[src/rtl/cpu_pkg.sv]
// Shared CPU types: control bundle, decoded instruction bundle and RV32 field encodings.
package cpu_pkg;

  localparam int XLEN = 32;

  localparam logic [6:0] OPCODE_OP     = 7'b0110011;
  localparam logic [6:0] OPCODE_OP_IMM = 7'b0010011;

  localparam logic [2:0] FUNCT3_ADD_SUB = 3'b000;
  localparam logic [2:0] FUNCT3_AND     = 3'b111;
  localparam logic [2:0] FUNCT3_OR      = 3'b110;
  localparam logic [2:0] FUNCT3_XOR     = 3'b100;

  localparam logic [6:0] FUNCT7_BASE = 7'b0000000;
  localparam logic [6:0] FUNCT7_SUB  = 7'b0100000;

  typedef enum logic [2:0] {
    ALU_NOP = 3'd0,
    ALU_ADD = 3'd1,
    ALU_SUB = 3'd2,
    ALU_AND = 3'd3,
    ALU_OR  = 3'd4,
    ALU_XOR = 3'd5
  } alu_op_t;

  typedef enum logic {
    SRC_A_RS1 = 1'b0,
    SRC_A_PC  = 1'b1
  } src_a_sel_t;

  typedef enum logic {
    SRC_B_RS2 = 1'b0,
    SRC_B_IMM = 1'b1
  } src_b_sel_t;

  typedef struct packed {
    alu_op_t    alu_op;
    src_a_sel_t src_a_sel;
    src_b_sel_t src_b_sel;
    logic       reg_write;
  } control_signals_t;

  typedef struct packed {
    logic [XLEN-1:0]  pc;
    control_signals_t ctrl;
    logic [4:0]       rs1;
    logic [4:0]       rs2;
    logic [4:0]       rd;
    logic [XLEN-1:0]  imm;
    logic             illegal;
  } decoded_bundle_t;

  localparam control_signals_t CTRL_RESET = '{
    alu_op:    ALU_NOP,
    src_a_sel: SRC_A_RS1,
    src_b_sel: SRC_B_RS2,
    reg_write: 1'b0
  };

  localparam decoded_bundle_t BUNDLE_RESET = '{
    pc:      '0,
    ctrl:    CTRL_RESET,
    rs1:     '0,
    rs2:     '0,
    rd:      '0,
    imm:     '0,
    illegal: 1'b0
  };

endpackage

[src/rtl/decode_logic.sv]
// Combinational RV32 ALU-subset decoder: instruction word to control, register indices,
// immediate and illegal flag.
module decode_logic
  import cpu_pkg::*;
(
  input  logic [31:0]            instr,
  output control_signals_t       ctrl,
  output logic [4:0]             rs1,
  output logic [4:0]             rs2,
  output logic [4:0]             rd,
  output logic [cpu_pkg::XLEN-1:0] imm,
  output logic                   illegal
);

  logic [6:0] opcode;
  logic [2:0] funct3;
  logic [6:0] funct7;
  logic       legal;
  logic       is_imm;
  alu_op_t    alu_op;
  src_b_sel_t src_b_sel;

  assign opcode = instr[6:0];
  assign funct3 = instr[14:12];
  assign funct7 = instr[31:25];

  always_comb begin
    legal     = 1'b0;
    is_imm    = 1'b0;
    alu_op    = ALU_NOP;
    src_b_sel = SRC_B_RS2;
    case (opcode)
      OPCODE_OP: begin
        case ({funct7, funct3})
          {FUNCT7_BASE, FUNCT3_ADD_SUB}: begin legal = 1'b1; alu_op = ALU_ADD; end
          {FUNCT7_SUB,  FUNCT3_ADD_SUB}: begin legal = 1'b1; alu_op = ALU_SUB; end
          {FUNCT7_BASE, FUNCT3_AND}:     begin legal = 1'b1; alu_op = ALU_AND; end
          {FUNCT7_BASE, FUNCT3_OR}:      begin legal = 1'b1; alu_op = ALU_OR;  end
          {FUNCT7_BASE, FUNCT3_XOR}:     begin legal = 1'b1; alu_op = ALU_XOR; end
          default: ;
        endcase
      end
      OPCODE_OP_IMM: begin
        is_imm    = 1'b1;
        src_b_sel = SRC_B_IMM;
        case (funct3)
          FUNCT3_ADD_SUB: begin legal = 1'b1; alu_op = ALU_ADD; end
          FUNCT3_AND:     begin legal = 1'b1; alu_op = ALU_AND; end
          FUNCT3_OR:      begin legal = 1'b1; alu_op = ALU_OR;  end
          FUNCT3_XOR:     begin legal = 1'b1; alu_op = ALU_XOR; end
          default: ;
        endcase
      end
      default: ;
    endcase
  end

  assign rs1 = instr[19:15];
  assign rd  = instr[11:7];
  assign rs2 = is_imm ? 5'd0 : instr[24:20];
  assign imm = (is_imm && legal) ? {{(cpu_pkg::XLEN-12){instr[31]}}, instr[31:20]} : '0;

  // x0 writes are dropped here so later stages never see a write enable for rd=0.
  assign ctrl = '{
    alu_op:    alu_op,
    src_a_sel: SRC_A_RS1,
    src_b_sel: src_b_sel,
    reg_write: legal && (rd != 5'd0)
  };
  assign illegal = !legal;

endmodule

[src/rtl/decode_stage.sv]
// Registered decode stage with a one-entry skid buffer so in_ready depends only on flops.
module decode_stage #(
  parameter int XLEN = cpu_pkg::XLEN
) (
  input  logic                      clk,
  input  logic                      rst,
  input  logic                      in_valid,
  output logic                      in_ready,
  input  logic [31:0]               in_instr,
  input  logic [XLEN-1:0]           in_pc,
  input  logic                      flush,
  output logic                      out_valid,
  input  logic                      out_ready,
  output logic [XLEN-1:0]           out_pc,
  output cpu_pkg::control_signals_t out_ctrl,
  output logic [4:0]                out_rs1,
  output logic [4:0]                out_rs2,
  output logic [4:0]                out_rd,
  output logic [XLEN-1:0]           out_imm,
  output logic                      out_illegal
);

  import cpu_pkg::*;

  control_signals_t dec_ctrl;
  logic [4:0]       dec_rs1;
  logic [4:0]       dec_rs2;
  logic [4:0]       dec_rd;
  logic [XLEN-1:0]  dec_imm;
  logic             dec_illegal;
  decoded_bundle_t  dec;

  decoded_bundle_t  out_q, out_d;
  decoded_bundle_t  skid_q, skid_d;
  logic             out_valid_q, out_valid_d;
  logic             skid_valid_q, skid_valid_d;
  logic             in_xfer;
  logic             out_free;

  decode_logic u_decode_logic (
    .instr   (in_instr),
    .ctrl    (dec_ctrl),
    .rs1     (dec_rs1),
    .rs2     (dec_rs2),
    .rd      (dec_rd),
    .imm     (dec_imm),
    .illegal (dec_illegal)
  );

  assign dec = '{
    pc:      in_pc,
    ctrl:    dec_ctrl,
    rs1:     dec_rs1,
    rs2:     dec_rs2,
    rd:      dec_rd,
    imm:     dec_imm,
    illegal: dec_illegal
  };

  assign in_ready = !skid_valid_q;
  assign in_xfer  = in_valid && in_ready;
  assign out_free = !out_valid_q || out_ready;

  // in_ready is low whenever skid holds data, so a skid drain never coincides with an input xfer.
  always_comb begin
    out_d        = out_q;
    skid_d       = skid_q;
    out_valid_d  = out_valid_q;
    skid_valid_d = skid_valid_q;
    if (out_free) begin
      if (skid_valid_q) begin
        out_d        = skid_q;
        out_valid_d  = 1'b1;
        skid_valid_d = 1'b0;
      end else begin
        out_valid_d = in_xfer;
        if (in_xfer) out_d = dec;
      end
    end else if (in_xfer) begin
      skid_d       = dec;
      skid_valid_d = 1'b1;
    end
    if (flush) begin
      out_valid_d  = 1'b0;
      skid_valid_d = 1'b0;
    end
  end

  always_ff @(posedge clk) begin
    if (rst) begin
      out_q        <= BUNDLE_RESET;
      skid_q       <= BUNDLE_RESET;
      out_valid_q  <= 1'b0;
      skid_valid_q <= 1'b0;
    end else begin
      out_q        <= out_d;
      skid_q       <= skid_d;
      out_valid_q  <= out_valid_d;
      skid_valid_q <= skid_valid_d;
    end
  end

  assign out_valid   = out_valid_q;
  assign out_pc      = out_q.pc;
  assign out_ctrl    = out_q.ctrl;
  assign out_rs1     = out_q.rs1;
  assign out_rs2     = out_q.rs2;
  assign out_rd      = out_q.rd;
  assign out_imm     = out_q.imm;
  assign out_illegal = out_q.illegal;

endmodule

[config.mk]
export PLATFORM = sky130hd
export DESIGN_NAME = decode_stage
export DESIGN_NICKNAME = d
export VERILOG_FILES = /design/src/rtl/cpu_pkg.sv /design/src/rtl/decode_logic.sv /design/src/rtl/decode_stage.sv
export SDC_FILE = /design/constraint.sdc
export NUM_CORES = 1
export LEC_CHECK = 0
export CORE_ASPECT_RATIO = 0.8
export CORE_MARGIN = 4
export CORE_UTILIZATION = 42
export CTS_BUF_LIST = sky130_fd_sc_hd__clkbuf_4 sky130_fd_sc_hd__clkbuf_8
export CTS_CLUSTER_DIAMETER = 40
export DETAILED_ROUTE_END_ITERATION = 12
export DONT_BUFFER_PORTS = 1
export GPL_ROUTABILITY_DRIVEN = 0
export PLACE_DENSITY = 0.66
export SYNTH_ARGS = -nofsm -noshare
export SYNTH_HDL_FRONTEND = slang
export SYNTH_SLANG_ARGS = --single-unit
export TNS_END_PERCENT = 5
[constraint.sdc]
create_clock -name clk -period 2 [get_ports clk]
set_input_delay 0.6 -clock clk [delete_from_list [all_inputs] [get_ports clk]]
set_output_delay 0.6 -clock clk [all_outputs]
set_load 0.1 [all_outputs]
# Word-level counts from Yosys, hierarchy flattened
# Cells that the tools add are included.
# word_totals
output_inout_bits	88
in_bits	69
ff_bits	173
elab_cells	60
# classes
n_eq_ne	9
muxes	12
bitwise	1
n_reduce_logical	17
# op_table
cell	n
86-bit 2-to-1 mux	2
32-bit 2-to-1 mux	1
10-bit by 3-bit equality test with 1-bit output, second input constant	3
3-bit case mux with 5 select lines	1
3-bit case mux with 4 select lines	1
10-bit by 9-bit equality test with 1-bit output, second input constant	1
10-bit zero test	1
3-bit equality test, second input constant	3
7-bit by 5-bit equality test with 1-bit output, second input constant	1
7-bit by 6-bit equality test with 1-bit output, second input constant	1
3-bit case mux with 2 select lines	1
5-bit 2-to-1 mux	1
5-bit nonzero test	1
5-bit OR reduction	1
1-bit 2-to-1 mux	4
2-bit AND reduction	2
4-bit OR reduction	1
1-bit logical AND	3
1-bit zero test	3
3-bit zero test	1
3-bit OR reduction	1
1-bit case mux with 2 select lines	1
2-bit nonzero test	1
2-bit OR reduction	1
other kinds (2)	2

# Logic depth before layout (Yosys ltp)
# Gate-level depths: netlist of run 1.
# logic_depth
depth_word	8
depth_mapped	7
ltp_nobuf	4

# Cells and area by module
# From an unflattened synthesis of run 1, not the netlist that was laid out.
# hier_totals
hier_cells	856
hier_area_um2	7694.9
# modules_own_cells
module	area_each_um2	cells_each	instances	seq_area_each_um2
decode_stage	7114.3	778	1	3483.3
decode_logic	580.6	78	1	0.0

# Worst setup path after synthesis of run 1
# Ideal clock, no wire load.
# synth_timing
path_kind	register to output
from	reg, netlist name out_imm[30]
to	out out_imm[12]
required_ps	1400
path_buffers	1
path_slack_ps	-311
arrival_time_ps	1711
stages_incl_launch_ff	2
path_cell_list	dfxtp_1 -> buf_4
# synth_lines
item	line	source
end, declared	decode_stage.sv:19	output logic [XLEN-1:0] out_imm,

==> impl_metrics.json, run 1 <==
{
  "status": "finished, violations left",
  "violations": "setup timing",
  "area_growth_pct": 20.1,
  "vias_per_cell": 5.50,
  "clkSinkCount": 132,
  "internal_power_w": 0.00460,
  "wl_met3_microns": 1660,
  "ir_drop_mv": 0.514,
  "syn_area_sq_um": 5500,
  "endpoint_kind": "primary output",
  "placed_cells": 826,
  "synth_edf_count": 0,
  "timing.fmax_mhz": 492,
  "power_density_nw_per_um2": 1020,
  "skew_ns": 0.0149,
  "insertion_delay_ns": 0.45,
  "vias": 4721,
  "worstSetupEndpoint": "out_imm[15]",
  "final_core_util": 0.515,
  "grt-ovfl-total": 0,
  "fin_crit_ns": 2.03,
  "numCtsBuffers": 17,
  "ant_nets": 0,
  "wl_met2_microns": 6500,
  "comb_power_share": 0.201,
  "fin_ws_ns": -0.0308,
  "coreArea_sq_um": 12800,
  "top_layer": "met4",
  "slew_violations": 0,
  "first_pass_iters": 5,
  "arrival_ns": 1.43,
  "first_global_vias": 4422,
  "synth_nets": 706,
  "fin_crit_sh": 1.02,
  "rr_endpoint": "skid_q[0]",
  "fin_nets": 740,
  "io_buffers": 0,
  "start_kind": "register",
  "antenna_cells": 0,
  "cts_root_buffer": "clkbuf_8",
  "p_clk_frac": 0.388,
  "path_cells": "buf_16",
  "swShare": 0.320,
  "cellLeakagePower_nw": 2.37,
  "dieArea_sq_um": 15000,
  "ys_types": 45,
  "nFillCells": 1165,
  "slew_headroom": 0.639,
  "rrSetupSlack_ns": 0.19,
  "ios": 157,
  "cp_slowest_stage_delay_ns": 0.52,
  "grt_max_degree": 111,
  "ys_seq_area_frac": 0.481,
  "drtIter0Drc": 305,
  "fin_cells": 859,
  "cts_tree": "done",
  "cp.depth": 1,
  "synth_cells": 637,
  "finalSetupViolCount": 8,
  "drt_wl_total_microns": 14500,
  "crit_buf_inv": 1,
  "track_usage": 0.194,
  "avgSynthCellArea_sq_um": 8.63,
  "path_clk_slew_ns": 0.07,
  "routedWlPerCell_microns": 16.9,
  "worst-endpoint-required_ns": 1.40,
  "ctsHoldBuffers": 0,
  "die_x_microns": 136,
  "cpLargestDelayFamily": "buffers and inverters",
  "antenna_found_initial": 0,
  "drv_cap": 0,
  "pwr-share-seq": 0.411,
  "die_y_microns": 110,
  "hp-class": "input pin to register",
  "switchingPower_w": 0.00216,
  "initial_utilization": 0.429,
  "worst_slew_pin_slew_ns": 0.540,
  "critPathMaxFanout": 7,
  "rr_startpoint": "skid_valid_q",
  "post-route-drc-count": 0,
  "async_flop_share": 0,
  "crit_start": "out_imm[30]",
  "rsz0062_at_grt": "yes",
  "hold_viol": 0,
  "htreeDepth": 4,
  "hold_depth": 1,
  "dpl.hpwl_microns": 9740,
  "ys_ff_latch": 132,
  "yosysWarnings": 0,
  "grt_pass1_wl_microns": 22900,
  "met1_length_microns": 6140,
  "reg2regPathDepth": 5,
  "num_rows": 37,
  "crit_type": "register to primary output",
  "layout-drive-gt1-share": 0.193,
  "crit_slowest_cell": "buf_16",
  "synth-main-ff-cell": "dfxtp_1",
  "clock_path_buffers": 2
}
layout by cell type (no fill, tap or decap), types with 2 or more instances in the layout:
cell type  synthesis  final
clkbuf_8           0     19
bufinv_16          0      5
clkbuf_4           0      4
o21ai_1            2      2
nor2_1            72     71
buf_4             21     82
inv_2              2      2
nor2b_1            2      2
dfxtp_4            0      2
a211oi_1          44     44
a221oi_1           6      6
nand4_1            5      5
a22oi_1            5      5
a32oi_1           12     12
nor3_1             2      2
a31oi_1            3      3
buf_12             0      4
nor4_1             4      4
dfxtp_1          132    130
buf_16             0      3
o21ai_0           20     20
o31a_1             2      2
mux2i_1           42     42
nand2_1           94     94
clkinv_2           0      2
nor4b_1            2      2
a21oi_1           76     76
nand3_1           16     16
cells by family after synthesis:
group           count (synthesis)  synth area share
mux                            42            0.0765
buf+inv                        77            0.0728
other cells                     1          0.000682
compound gates                178             0.209
simple gates                  207             0.160
flops                         132             0.481
power by group through the flow:
stage,clock [W],sequential [W],combinational [W]
after floorplan,0,0.00353,0.000473
after global placement,0,0.00284,0.00134
after detailed placement,0,0.00284,0.00136
after CTS,0.00268,0.00278,0.00136
after global routing,0.00281,0.00279,0.00141
final,0.00262,0.00278,0.00136
repair_timing:
item,in CTS,in global routing
gates cloned,0,0
setup buffers,1,0
endpoints found under the setup margin,8,19
hold endpoints to repair,0,0
resized for setup,1,0
registers in the layout, indices dropped and copies added, names as in the netlist:
| signal | flops |
|---|---|
| skid_q | 65 |
| out_pc | 32 |
| out_imm | 12 |
| out_ctrl | 5 |
| out_rd | 5 |
| out_rs1 | 5 |
| out_rs2 | 5 |
| out_illegal | 1 |
| out_valid | 1 |
| skid_valid_q | 1 |
layout make-up:
type | count | area (sq um) | area share
clock buffers | 23 | 292 | 0.0441
repair buffers | 89 | 778 | 0.118
multi-input cells | 428 | 2480 | 0.376
inverters | 3 | 11.3 | 0.00171
well taps | 175 | 219 | 0.0332
flip-flops and latches | 132 | 2650 | 0.401
clock inverters | 9 | 174 | 0.0263
through the flow:
step / total power, W / cell area (sq um) / worst slack (ns) / TNS [ns] / hold slack [ns]
6_report: 0.00676 / 6600 / -0.0308 / -0.186 / 0.228
5_1_grt: 0.00701 / 6600 / -0.0891 / -0.840 / 0.192
4_1_cts: 0.00683 / 6600 / -0.0653 / -0.458 / 0.191
3_5_place_dp: 0.00420 / 6120 / -0.0127 / -0.0127 / 0.440
3_3_place_gp: 0.00418 / 6120 / 0.0623 / 0 / 0.435
2_1_floorplan: 0.00400 / 5500 / -0.208 / -6.24 / 0.432
worst min path at each step:
stage,from,endpoint,slack [ns]
4_1_cts,flush,skid_valid_q,0.19
6_report,flush,skid_valid_q,0.23
3_5_place_dp,skid_q[57],skid_q[57],0.44
3_3_place_gp,skid_q[71],skid_q[71],0.44
5_1_grt,rst,skid_q[35],0.19
2_1_floorplan,skid_q[53],skid_q[53],0.43
routing by layer:
metal | vias to the layer above | global-route usage
met4 | 0 | 0.0626
li1 | 2309 | -
met3 | 19 | 0.0912
met1 | 2205 | 0.248
met5 | - | 0
met2 | 188 | 0.293
cells in the mapped netlist (2+ instances only):
master,instances,area share
dfxtp_1,132,0.48
nand2_1,94,0.064
a21oi_1,76,0.069
nor2_1,72,0.049
a211oi_1,44,0.060
mux2i_1,42,0.076
clkbuf_1,36,0.025
buf_4,21,0.029
o21ai_0,20,0.018
nand3_1,16,0.015
a32oi_1,12,0.019
buf_2,8,0.0073
a221oi_1,6,0.0096
buf_1,6,0.0041
a22oi_1,5,0.0068
nand4_1,5,0.0057
nor4_1,4,0.0046
a31oi_1,3,0.0034
buf_6,3,0.0061
inv_2,2,0.0014
nor2b_1,2,0.0023
nor3_1,2,0.0018
nor4b_1,2,0.0032
o21ai_1,2,0.0018
o31a_1,2,0.0032
(Power assumes the default switching activity.)
==> run 2, diff against run 1 <==
--- a/config.mk
+++ b/config.mk
@@ -13,6 +13,7 @@
 export DETAILED_ROUTE_END_ITERATION = 12
 export DONT_BUFFER_PORTS = 1
 export GPL_ROUTABILITY_DRIVEN = 0
+export HOLD_SLACK_MARGIN = 0.15
 export PLACE_DENSITY = 0.66
 export SYNTH_ARGS = -nofsm -noshare
 export SYNTH_HDL_FRONTEND = slang
==> results of run 2 <==
The final DEF is identical to that of run 1; final timing and power are the same.
